**config.mk**
```make
export PLATFORM = sky130hd
export DESIGN_NAME = uart_tx_arbiter
export DESIGN_NICKNAME = d
export VERILOG_FILES = /design/src/rtl/uart_tx_arbiter.sv
export SDC_FILE = /design/constraint.sdc
export NUM_CORES = 1
export LEC_CHECK = 0
export CAP_MARGIN = 10
export CORE_MARGIN = 2
export CORE_UTILIZATION = 29
export CTS_BUF_LIST = sky130_fd_sc_hd__clkbuf_8
export CTS_CLUSTER_DIAMETER = 120
export CTS_CLUSTER_SIZE = 30
export DETAILED_ROUTE_END_ITERATION = 6
export PLACE_DENSITY = 0.6
export SETUP_SLACK_MARGIN = 0.3
export SLEW_MARGIN = 20
export SYNTH_ARGS = -nofsm -noshare
export SYNTH_HDL_FRONTEND = slang
export SYNTH_SLANG_ARGS = --single-unit
```
**constraint.sdc**
```tcl
create_clock -name clk -period 3.2 [get_ports clk]
set_input_delay 0.64 -clock clk [delete_from_list [all_inputs] [get_ports clk]]
set_output_delay 0.64 -clock clk [all_outputs]
set_load 0.005 [all_outputs]
```
**src/rtl/uart_tx_arbiter.sv**
```systemverilog
// Shares the UART TX FIFO write port between NUM_REQ byte streams: round-robin with message lock.
// Define UART_ARB_PRIORITY_EN to give requester 0 fixed priority and exempt it from MAX_BURST.
`timescale 1ns/1ps

module uart_tx_arbiter #(
    parameter int unsigned NUM_REQ      = 4,
    parameter int unsigned DATA_WIDTH   = 8,
    parameter int unsigned MAX_BURST    = 16,
    parameter int unsigned IDLE_TIMEOUT = 255,
    localparam int unsigned IdW         = $clog2(NUM_REQ)
) (
    input  logic                             clk,
    input  logic                             reset,
    input  logic [NUM_REQ-1:0]               req_valid,
    input  logic [NUM_REQ*DATA_WIDTH-1:0]    req_data,
    input  logic [NUM_REQ-1:0]               req_last,
    output logic [NUM_REQ-1:0]               req_ready,
    input  logic                             tx_fifo_Full,
    output logic [DATA_WIDTH-1:0]            tx_fifo_dataIn,
    output logic                             tx_fifo_writeEn,
    output logic [IdW-1:0]                   grant_id,
    output logic                             busy
);

    typedef enum logic [0:0] {StIdle, StLock} state_e;

    state_e         state_q, state_d;
    // The granted id doubles as last_grant: both are loaded together on arbitration.
    logic [IdW-1:0] grant_q, grant_d;
    logic [7:0]     burst_q, burst_d;
    logic [7:0]     idle_q, idle_d;
    logic           busy_q, busy_d;

    logic [IdW-1:0] arb_sel;
    logic [IdW-1:0] arb_cand;
    logic           arb_found;

    logic           xfer;
    logic           cap_hit;
    logic [7:0]     burst_inc;
    logic [7:0]     idle_inc;

    // Round-robin search starting one past the previous grant.
    always_comb begin
        arb_sel   = grant_q;
        arb_cand  = '0;
        arb_found = 1'b0;
        for (int unsigned k = 1; k <= NUM_REQ; k++) begin
            arb_cand = IdW'((32'(grant_q) + k) % NUM_REQ);
            if (!arb_found && req_valid[arb_cand]) begin
                arb_sel   = arb_cand;
                arb_found = 1'b1;
            end
        end
`ifdef UART_ARB_PRIORITY_EN
        if (req_valid[0]) begin
            arb_sel = '0;
        end
`endif
    end

    always_comb begin
        xfer      = (state_q == StLock) && req_valid[grant_q] && !tx_fifo_Full;
        burst_inc = burst_q + 8'd1;
        idle_inc  = idle_q + 8'd1;
`ifdef UART_ARB_PRIORITY_EN
        cap_hit   = (burst_inc == 8'(MAX_BURST)) && (grant_q != '0);
`else
        cap_hit   = (burst_inc == 8'(MAX_BURST));
`endif
    end

    always_comb begin
        state_d = state_q;
        grant_d = grant_q;
        burst_d = burst_q;
        idle_d  = idle_q;
        case (state_q)
            StIdle: begin
                if (|req_valid) begin
                    grant_d = arb_sel;
                    burst_d = '0;
                    idle_d  = '0;
                    state_d = StLock;
                end
            end
            StLock: begin
                if (xfer) begin
                    burst_d = burst_inc;
                    idle_d  = '0;
                    if (req_last[grant_q] || cap_hit) begin
                        state_d = StIdle;
                    end
                end else if (!req_valid[grant_q]) begin
                    idle_d = idle_inc;
                    if (idle_inc == 8'(IDLE_TIMEOUT)) begin
                        state_d = StIdle;
                    end
                end
                // A full FIFO with valid high holds everything: the grant is kept.
            end
            default: state_d = StIdle;
        endcase
        busy_d = (state_d == StLock);
    end

    always_ff @(posedge clk or posedge reset) begin
        if (reset) begin
            state_q <= StIdle;
            grant_q <= IdW'(NUM_REQ - 1);
            burst_q <= '0;
            idle_q  <= '0;
            busy_q  <= 1'b0;
        end else begin
            state_q <= state_d;
            grant_q <= grant_d;
            burst_q <= burst_d;
            idle_q  <= idle_d;
            busy_q  <= busy_d;
        end
    end

    always_comb begin
        req_ready       = '0;
        tx_fifo_writeEn = 1'b0;
        tx_fifo_dataIn  = '0;
        if (state_q == StLock) begin
            req_ready[grant_q] = !tx_fifo_Full;
            tx_fifo_writeEn    = xfer;
            tx_fifo_dataIn     = req_data[32'(grant_q) * DATA_WIDTH +: DATA_WIDTH];
        end
    end

    assign grant_id = grant_q;
    assign busy     = busy_q;

endmodule
```
==> impl_metrics.py, run 1 <==
metrics = {
    "grt": {
        "track_usage_pct": 14.3,
        "grt_overflow_total": 0,
        "grt_max_degree": 20,
        "grt_pass1_vias": 1534,
        "grt_pass1_wl_mm": 7.10,
        "grt_antenna_before_repair": 0,
    },
    "floorplan": {
        "io-pin-count": 59,
        "die_h_um": 78.8,
        "die_w_um": 78.8,
        "fp-row-count": 27,
        "die_area_sq_um": 6210,
        "initial_core_util_pct": 29.8,
        "coreArea_sq_um": 5440,
    },
    "critical_path": {
        "cp_data_arrival_time_ns": 2.22,
        "critPathCaptureType": "primary output",
        "worstSetupStartpointType": "primary input",
        "cp.required_ns": 2.56,
        "cp_max_fo": 9,
        "crit_type": "in -> out",
    },
    "job": {
        "maxCapViolCount": 0,
    },
    "routing": {
        "dr.pass1.iters": 5,
        "drcViolationCount": 0,
        "dr.first_iter.drc_count": 108,
        "ant_nets": 0,
        "vias_per_cell": 4.96,
        "via_count": 1549,
        "wire_per_inst_um": 13.5,
        "wl_mm": 4.22,
    },
    "clocking": {
        "clk_latency_ns": 0.26,
        "cts_tree": "done",
        "htree_num_levels": 1,
        "clk_pin_slew_ns": 0.07,
        "cts_hold_buffers": 0,
        "root_buffer": "clkbuf_8",
        "cts.sinks": 19,
        "clockBufferDepth": 2,
        "numCtsBuffers": 3,
    },
    "yosys": {
        "avgSynthCellArea_sq_um": 9.27,
        "yosys.area.top_type": "dfrtp_1",
        "synthTopCellsByCount": "o21ai_0 (20), nand2_1 (18), dfrtp_1 (17)",
        "ys_types": 41,
        "synthesis.area_sq_um": 1620,
        "ys_ff_latch": 19,
        "synth.top_cell.area_share_pct": 26.2,
        "yosysMostFrequentCell": "o21ai_0",
        "yosysSeqAreaShare_pct": 29.5,
        "ys.flop_type": "dfrtp_1",
        "yosys_warnings": 0,
        "synthCells": 175,
        "synth_enable_flop_cells": 0,
        "async_reset_ff_share_pct": 100,
        "syn_nets": 225,
        "synth.area.top_cells": "dfrtp_1 (26%), mux4_2 (17%), o21ai_0 (6.2%), and2_1 (5.4%), ha_1 (5.4%)",
    },
    "sta": {
        "setup-violations-final": 0,
        "tightest_slew_ns": 0.754,
        "slew_violations": 0,
        "relSlewSlack_pct": 49.7,
        "finalHoldViolations": 0,
        "fin_crit_ns": 2.86,
        "rsz0062_at_grt": "true",
        "tns_ns": 0,
        "final.setup_skew_ns": 0.00354,
        "fmax_mhz": 349,
        "min_period_over_period_pct": 89.4,
    },
    "outcome": {
        "status": "finished, final reports clean",
    },
    "finish": {
        "diodes": 0,
        "area_growth_pct": 46.9,
        "drive_above_1_share_pct": 15.0,
        "utilization_pct": 43.8,
        "final_nets": 291,
    },
    "power": {
        "irDropWorstVdd_mv": 0.460,
        "power.leakage_nw": 0.952,
        "power_density_nw_per_um2": 685,
    },
    "placed_design": {
        "io_buffers": 58,
        "gp_congestion": 0.770,
        "hpwl_mm": 3.15,
    },
    "hold_path": {
        "hold_class": "reg -> reg",
    },
}
## registers in the layout, indices dropped and copies added, names as in the netlist
signal / count
burst_q: 8
grant_id: 2
idle_q: 8
busy: 1
## worst paths after layout
kind	endpoint	cells past startpoint	from	slack, ns
min in group asynchronous	idle_q[7]	2	reset	0.82
max reg2reg	grant_id[1]	8	grant_id[0]	0.67
min reg2reg	burst_q[7]	1	burst_q[7]	0.49
max in group asynchronous	burst_q[1]	2	reset	1.90
max	tx_fifo_writeEn	5	req_valid[0]	0.34
min	burst_q[7]	1	burst_q[7]	0.49
## critical path, cell delays in order
cell and delay, ns:
clkdlybuf4s50_1 0.44, mux4_2 0.51, nand2_2 0.09, inv_2 0.08, clkdlybuf4s50_1 0.45
## placed cells by master, fill, tap and decap left out, types with 2 or more instances in the layout
master / synthesis / final
nand2b_1: 4 / 4
inv_1: 4 / 4
and2_0: 3 / 3
o21ai_0: 20 / 20
nand4b_1: 2 / 2
dfrtp_1: 17 / 17
a31oi_1: 4 / 4
o31ai_1: 5 / 5
nor2_1: 9 / 9
nor3_1: 2 / 2
and2_1: 14 / 14
ha_1: 7 / 7
nand3_1: 7 / 7
dlygate4sd2_1: 0 / 3
o21ai_1: 3 / 3
clkdlybuf4s50_1: 0 / 55
buf_4: 0 / 11
clkbuf_8: 0 / 3
and3_1: 4 / 4
a211o_1: 2 / 2
mux4_2: 12 / 12
a21oi_1: 6 / 6
xnor2_1: 2 / 2
xor2_1: 3 / 3
mux2_2: 2 / 2
nand2_1: 18 / 18
## metrics by stage
stage | hold slack (ns) | power (mW) | area (sq um) | setup WS, ns | cells
2_1_floorplan | 0.450 | 1.01 | 1620 | 0.638 | 175
3_3_place_gp | 0.475 | 1.41 | 2300 | 0.210 | 303
3_5_place_dp | 0.474 | 1.42 | 2300 | 0.161 | 303
4_1_cts | 0.491 | 1.61 | 2350 | 0.304 | 308
5_1_grt | 0.511 | 1.79 | 2380 | 0.295 | 312
6_report | 0.486 | 1.63 | 2380 | 0.338 | 312
## kinds of logic (layout without fill, tap and decap cells)
kind of cell	after synthesis	after routing	share of synthesized area [%]
AND/OR/NAND/NOR	73	73	24.5
multiplexers	15	15	18.7
flip-flops	19	19	29.5
XOR/XNOR	5	5	2.70
buffers and inverters	13	78	3.70
AO/OA/AOI/OAI	43	43	15.5
adder cells (fa/ha/maj)	7	7	5.40
## report_power, final
group          internal [mW]  switching [mW]  leakage [nW]  total [mW]
sequential             0.300          0.0854         0.252       0.385
combinational          0.620           0.456         0.675        1.08
clock                 0.0867          0.0849        0.0255       0.172
total                   1.01           0.626         0.952        1.63
## area by class of cell
type	instances	area, sq um
clock buffers	3	41.3
clock inverters	1	5.00
fillers	541	3060
inverters	5	18.8
multi-input cells	143	1090
flip-flops and latches	19	482
well taps	72	90.1
repair buffers	69	659
## per-layer routing
metal	wire length, um	part of all wire, %	global-route usage, %
met1	1890	45	18.7
met2	1870	44	22.0
met3	389	9.2	4.66
met4	69	1.6	5.79
met5	0	0	0
## repair_timing
item,CTS,global route
setup endpoints to repair,6,1
resized for setup,4,1
gates cloned,0,0
buffers inserted,1,4
No activity file was read; power rests on OpenSTA's default activity.
==> run 2, diff against run 1 <==
- PLACE_DENSITY: 0.6 -> 0.62
- clock period: 3.2 -> 2.4 ns (I/O delays scaled with it)
==> run 2 against run 1 <==
Clock power increased by 33%; sequential share of layout area decreased by 2.1 points; sequential power increased by 35%; register-to-register slack got worse by 0.58 ns; first-iteration DRC count decreased by 39%; die area unchanged; core utilization increased by 5.0 points; via count increased by 4.9%; count of clock-buffer cells in the layout unchanged.
==> impl_metrics.py, run 2 (synthesized netlist as in run 1, its figures left out) <==
metrics = {
    "critical_path": {
        "crit_type": "reg -> out",
        "critPathCaptureType": "primary output",
        "crit_buf_inv": 4,
        "crit_chain": "buf_12, buf_8, mux4_2, nand2_2, inv_2, buf_2",
        "cp_data_arrival_time_ns": 1.86,
        "cp.required_ns": 1.92,
        "cpMaxStageDelayCell": "dfstp_2",
        "crit_path_max_incr_delay_ns": 0.61,
        "cp_max_fo": 5,
        "worstSetupStartpointType": "flip-flop",
        "crit_family": "flip-flops",
    },
    "floorplan": {
        "initial_core_util_pct": 29.8,
        "die_w_um": 78.8,
        "io-pin-count": 59,
        "coreArea_sq_um": 5440,
        "fp-row-count": 27,
        "die_area_sq_um": 6210,
        "die_h_um": 78.8,
    },
    "sta": {
        "layout_setup_ws_ns": 0.0649,
        "final.setup_skew_ns": 0.00327,
        "tightest_slew_ns": 0.275,
        "hold_ws_ns": 0.488,
        "min_period_over_period_pct": 97.3,
        "finalHoldViolations": 0,
        "setup-violations-final": 0,
        "relSlewSlack_pct": 81.7,
        "rsz0062_at_grt": "true",
        "fmax_mhz": 428,
        "fin_crit_ns": 2.34,
        "slew_violations": 0,
    },
    "routing": {
        "wire_per_inst_um": 13.6,
        "drcViolationCount": 0,
        "dr.first_iter.drc_count": 66,
        "top_layer_used": "met4",
        "met2_length_mm": 2.25,
        "wl_mm": 4.54,
        "via_count": 1625,
        "wl_met3_um": 91,
        "vias_per_cell": 4.85,
        "wl_met1_mm": 2.18,
        "dr.pass1.iters": 4,
        "ant_nets": 0,
    },
    "placed_design": {
        "place_ws_ns": -0.0533,
        "io_buffers": 58,
        "hpwl_mm": 3.24,
        "gp_congestion": 0.774,
    },
    "clocking": {
        "cts_tree": "done",
        "cts.sinks": 19,
        "clk_pin_slew_ns": 0.08,
        "root_buffer": "clkbuf_8",
        "cts_hold_buffers": 0,
        "clockBufferDepth": 2,
        "clk_latency_ns": 0.26,
        "htree_num_levels": 1,
        "numCtsBuffers": 3,
    },
    "job": {
        "maxCapViolCount": 0,
    },
    "finish": {
        "multi_input_area_sq_um": 1140,
        "diodes": 0,
        "area_growth_pct": 63.8,
        "seqCellArea_sq_um": 482,
        "nFillCells": 477,
        "drive_above_1_share_pct": 32.3,
        "layout_commonest_cell": "clkdlybuf4s50_1",
        "mostFrequentLayoutCells": "clkdlybuf4s50_1 (44), buf_4 (25), nand2_1 (18), dfrtp_1 (17), mux4_2 (12)",
        "final_nets": 314,
    },
    "hold_path": {
        "hold_class": "reg -> reg",
    },
    "power": {
        "power_density_nw_per_um2": 992,
        "pwr-share-clk_pct": 8.7,
        "p_int_mw": 1.65,
        "p_sw_mw": 0.981,
        "comb_power_share_pct": 71.6,
        "power.leakage_nw": 1.13,
        "p_sw_share_pct": 37.2,
        "irDropWorstVdd_mv": 0.608,
        "seq_power_share_pct": 19.7,
    },
    "grt": {
        "track_usage_pct": 14.8,
        "grt_overflow_total": 0,
        "grt_pass1_wl_mm": 7.40,
        "grt_max_degree": 20,
        "grt_pass1_vias": 1517,
        "grt_antenna_before_repair": 0,
    },
    "outcome": {
        "status": "finished, final reports clean",
    },
}
## run 2: per-layer routing
metal,vias to the layer above,track usage [%]
li1,820,-
met1,779,21.8
met2,24,23.1
met3,2,2.39
met4,0,2.63
met5,-,0
## run 2: what timing repair did
action                                  CTS  global route
endpoints found under the setup margin   18            33
buffers inserted                         14             2
pin swaps                                12             8
gates resized for setup                  68            20
gates cloned                              1             0
## run 2: power groups by stage
stage | Sequential, mW | Clock (mW) | Combinational (mW)
floorplan | 0.455 | 0 | 1.00
global placement | 0.501 | 0 | 1.53
detailed placement | 0.504 | 0 | 1.54
CTS | 0.515 | 0.240 | 1.80
global route | 0.531 | 0.256 | 2.06
finish | 0.519 | 0.229 | 1.89
## run 2: per-stage QoR
| step | area (sq um) | cells | power (mW) | utilization [%] | setup TNS, ns |
|---|---|---|---|---|---|
| detailed placement | 2410 | 314 | 2.04 | 44.3 | -0.177 |
| CTS | 2610 | 333 | 2.56 | 47.9 | 0 |
| global placement | 2410 | 314 | 2.03 | 44.3 | -0.114 |
| global route | 2660 | 335 | 2.85 | 48.8 | -0.0314 |
| floorplan | 1670 | 175 | 1.46 | - | 0 |
| finish | 2660 | 335 | 2.64 | 48.8 | 0 |
## run 2: worst register-to-register path, delay by kind of cell, from the launching register on
kind,cells,cell delay (ns)
and+or+nand+nor,1,0.09
DFF,1,0.61
adders and majority gates,1,0.26
AOI/OAI and AO/OA,2,0.30
muxes,1,0.54
buffers and inverters,5,0.44
## run 2: cell type report
| type | instances | area share, % |
|---|---|---|
| clock buffer | 3 | 1.55 |
| clock inverter | 1 | 0.188 |
| inverter | 5 | 0.989 |
| tap | 72 | 3.39 |
| multi-input combinational | 143 | 43.1 |
| timing repair buffer | 92 | 32.6 |
| sequential | 19 | 18.1 |
## run 2: worst paths after layout
kind	end	slack (ns)	cells after the start	start
max	tx_fifo_writeEn	0.06	6	grant_id[0]
min	idle_q[7]	0.49	1	idle_q[7]
max reg2reg	grant_id[1]	0.09	10	grant_id[0]
min reg2reg	idle_q[7]	0.49	1	idle_q[7]
max in group asynchronous	grant_id[1]	1.59	3	reset
min in group asynchronous	idle_q[3]	0.55	3	reset
==> run 3, diff against run 2 <==
==> constraint.sdc (replaced) <==
create_clock -name clk -period 2.4 [get_ports clk]
set_input_delay 0.48 -clock clk [delete_from_list [all_inputs] [get_ports clk]]
set_output_delay 0.48 -clock clk [all_outputs]
set_load 0.1 [all_outputs]
==> run 3 against run 2 <==
The run now ends with negative setup slack left; die area did not move; count of clock-buffer cells in the layout did not move; sequential share of layout area fell by 1.8 points; setup slack got worse by 0.093 ns; final area rose by 12%; clock skew fell by 0.00093 ns; register-to-register slack barely moved; core utilization rose by 5.8 points; sequential cell count did not move; combinational power rose by 83%; critical path type unchanged; largest power group unchanged; highest routed layer unchanged.
==> impl_metrics.py, run 3 (synthesized netlist as in run 1, its figures left out) <==
metrics = {
    "critical_path": {
        "critPathCaptureType": "primary output",
        "cp.required_ns": 1.92,
        "reg2reg_slack_ns": 0.09,
        "crit_chain": "buf_12, buf_6, mux4_2, and2_4, buf_12",
        "rr_startpoint": "grant_id[0]",
        "worstSetupStartpointType": "flip-flop",
        "r2r-end": "grant_id[1]",
        "cp_data_arrival_time_ns": 1.95,
        "ff2ff_path_depth": 9,
        "cpMostUsedCell": "buf_12",
        "cp_max_fo": 5,
        "cpMaxStageDelayCell": "dfstp_4",
        "crit_path_max_incr_delay_ns": 0.64,
        "crit_type": "reg -> out",
    },
    "clocking": {
        "clk_latency_ns": 0.25,
        "htree_num_levels": 1,
        "cts_tree": "done",
        "clockBufferDepth": 2,
        "numCtsBuffers": 3,
        "root_buffer": "clkbuf_8",
        "cts.sinks": 19,
        "cts_hold_buffers": 0,
        "clk_pin_slew_ns": 0.07,
    },
    "sta": {
        "rsz0062_at_grt": "true",
        "setup-violations-final": 8,
        "hold_ws_ns": 0.511,
        "min_period_over_period_pct": 101,
        "finalHoldViolations": 0,
        "fin_crit_ns": 2.43,
        "layout_setup_ws_ns": -0.0277,
        "tightest_slew_ns": 0.363,
        "tns_ns": -0.150,
        "fmax_mhz": 412,
        "final.setup_skew_ns": 0.00234,
        "relSlewSlack_pct": 75.8,
        "slew_violations": 0,
    },
    "power": {
        "power_density_nw_per_um2": 1420,
        "p_sw_mw": 2.12,
        "power.leakage_nw": 1.22,
        "seq_power_share_pct": 13.0,
        "pwr-share-clk_pct": 5.2,
        "p_int_mw": 2.10,
        "comb_power_share_pct": 81.8,
        "irDropWorstVdd_mv": 0.789,
        "p_sw_share_pct": 50.3,
    },
    "floorplan": {
        "die_w_um": 78.8,
        "io-pin-count": 59,
        "die_area_sq_um": 6210,
        "coreArea_sq_um": 5440,
        "die_h_um": 78.8,
        "fp-row-count": 27,
        "initial_core_util_pct": 29.8,
    },
    "hold_path": {
        "hold_depth": 1,
        "hold_class": "reg -> reg",
        "hold_start": "burst_q[7]",
        "hold_end": "burst_q[7]",
    },
    "grt": {
        "grt_antenna_before_repair": 0,
        "track_usage_pct": 15.7,
        "grt_pass1_wl_mm": 7.73,
        "grt_max_degree": 20,
        "grt_overflow_total": 0,
        "grt_pass1_vias": 1694,
    },
    "placed_design": {
        "io_buffers": 58,
        "gp_congestion": 0.812,
        "place_area_sq_um": 2570,
        "hpwl_mm": 3.53,
        "place_ws_ns": 0.0477,
        "placedCellCount": 310,
    },
    "finish": {
        "final_nets": 313,
        "drive_above_1_share_pct": 42.0,
        "final_cells": 334,
        "postLayoutCellArea_sq_um": 2970,
        "area_growth_pct": 83.4,
        "mostFrequentLayoutCells": "clkdlybuf4s50_1 (42), buf_4 (18), nand2_1 (17), buf_12 (17), dfrtp_1 (16)",
        "layout_commonest_cell": "clkdlybuf4s50_1",
        "diodes": 0,
    },
    "routing": {
        "wl_mm": 5.08,
        "top_layer_used": "met4",
        "drcViolationCount": 0,
        "dr.pass1.iters": 4,
        "dr.first_iter.drc_count": 66,
        "ant_nets": 0,
        "met2_length_mm": 2.58,
        "wl_met1_mm": 2.27,
        "wl_met3_um": 182,
        "wire_per_inst_um": 15.2,
        "via_count": 1705,
        "vias_per_cell": 5.10,
    },
    "outcome": {
        "violations": "negative setup slack",
        "status": "finished with violations",
    },
    "job": {
        "maxCapViolCount": 0,
    },
}
-- run 3: cell types whose count changed in the layout (fill, tap and decap cells not counted), moves of 9 or more --
cell / previous run / this run
and2_1: 10 / 1
and2_4: 5 / 14
buf_12: 2 / 17
buf_2: 10 / 0
o21ai_0: 11 / 2
-- run 3: routing by layer --
metal	global-route usage [%]	vias up
met3	3.98	6
met5	0	-
met2	26.2	31
met4	3.16	0
met1	20.7	851
li1	-	817
-- run 3: worst max-delay path, delay by kind of cell, from the launching register on --
family / cells / cell delay, ns
AND/OR/NAND/NOR: 1 / 0.18
flip-flops: 1 / 0.64
buffers and inverters: 3 / 0.38
multiplexers: 1 / 0.49
-- run 3: repair_timing --
| item | in CTS | in global routing |
|---|---|---|
| endpoints found under the setup margin | 22 | 28 |
| setup buffers | 11 | 9 |
| gates resized for setup | 14 | 43 |
| pin swaps | 5 | 17 |
-- run 3: how the worst max path moves through the flow --
stage                       from           endpoint  slack [ns]
finish               grant_id[0]  tx_fifo_dataIn[5]       -0.03
global route         grant_id[0]  tx_fifo_dataIn[4]       -0.08
floorplan            grant_id[0]        grant_id[1]       -0.03
CTS                  grant_id[0]  tx_fifo_dataIn[5]       -0.03
global placement    req_valid[3]    tx_fifo_writeEn        0.09
detailed placement  req_valid[3]               busy        0.05
-- run 3: final cells by class --
| type | count | area (sq um) |
|---|---|---|
| Clock inverter | 1 | 3.75 |
| Inverter | 5 | 38.8 |
| Sequential cell | 19 | 487 |
| Tap cell | 72 | 90.1 |
| Fill cell | 492 | 2460 |
| Timing Repair Buffer | 91 | 1060 |
| Multi-Input combinational cell | 143 | 1260 |
| Clock buffer | 3 | 41.3 |
-- run 3: power groups by stage --
stage	clock [mW]	combinational, mW	sequential (mW)
after floorplan	0	1.91	0.655
after CTS	0.226	3.14	0.540
after detailed placement	0	2.79	0.604
after global placement	0	2.77	0.601
final	0.220	3.45	0.547
after global routing	0.243	3.62	0.563
-- run 3: through the flow --
stage / utilization, % / total power [mW]
floorplan: - / 2.56
global placement: 47.3 / 3.37
detailed placement: 47.3 / 3.40
CTS: 50.8 / 3.90
global route: 54.7 / 4.43
finish: 54.7 / 4.22
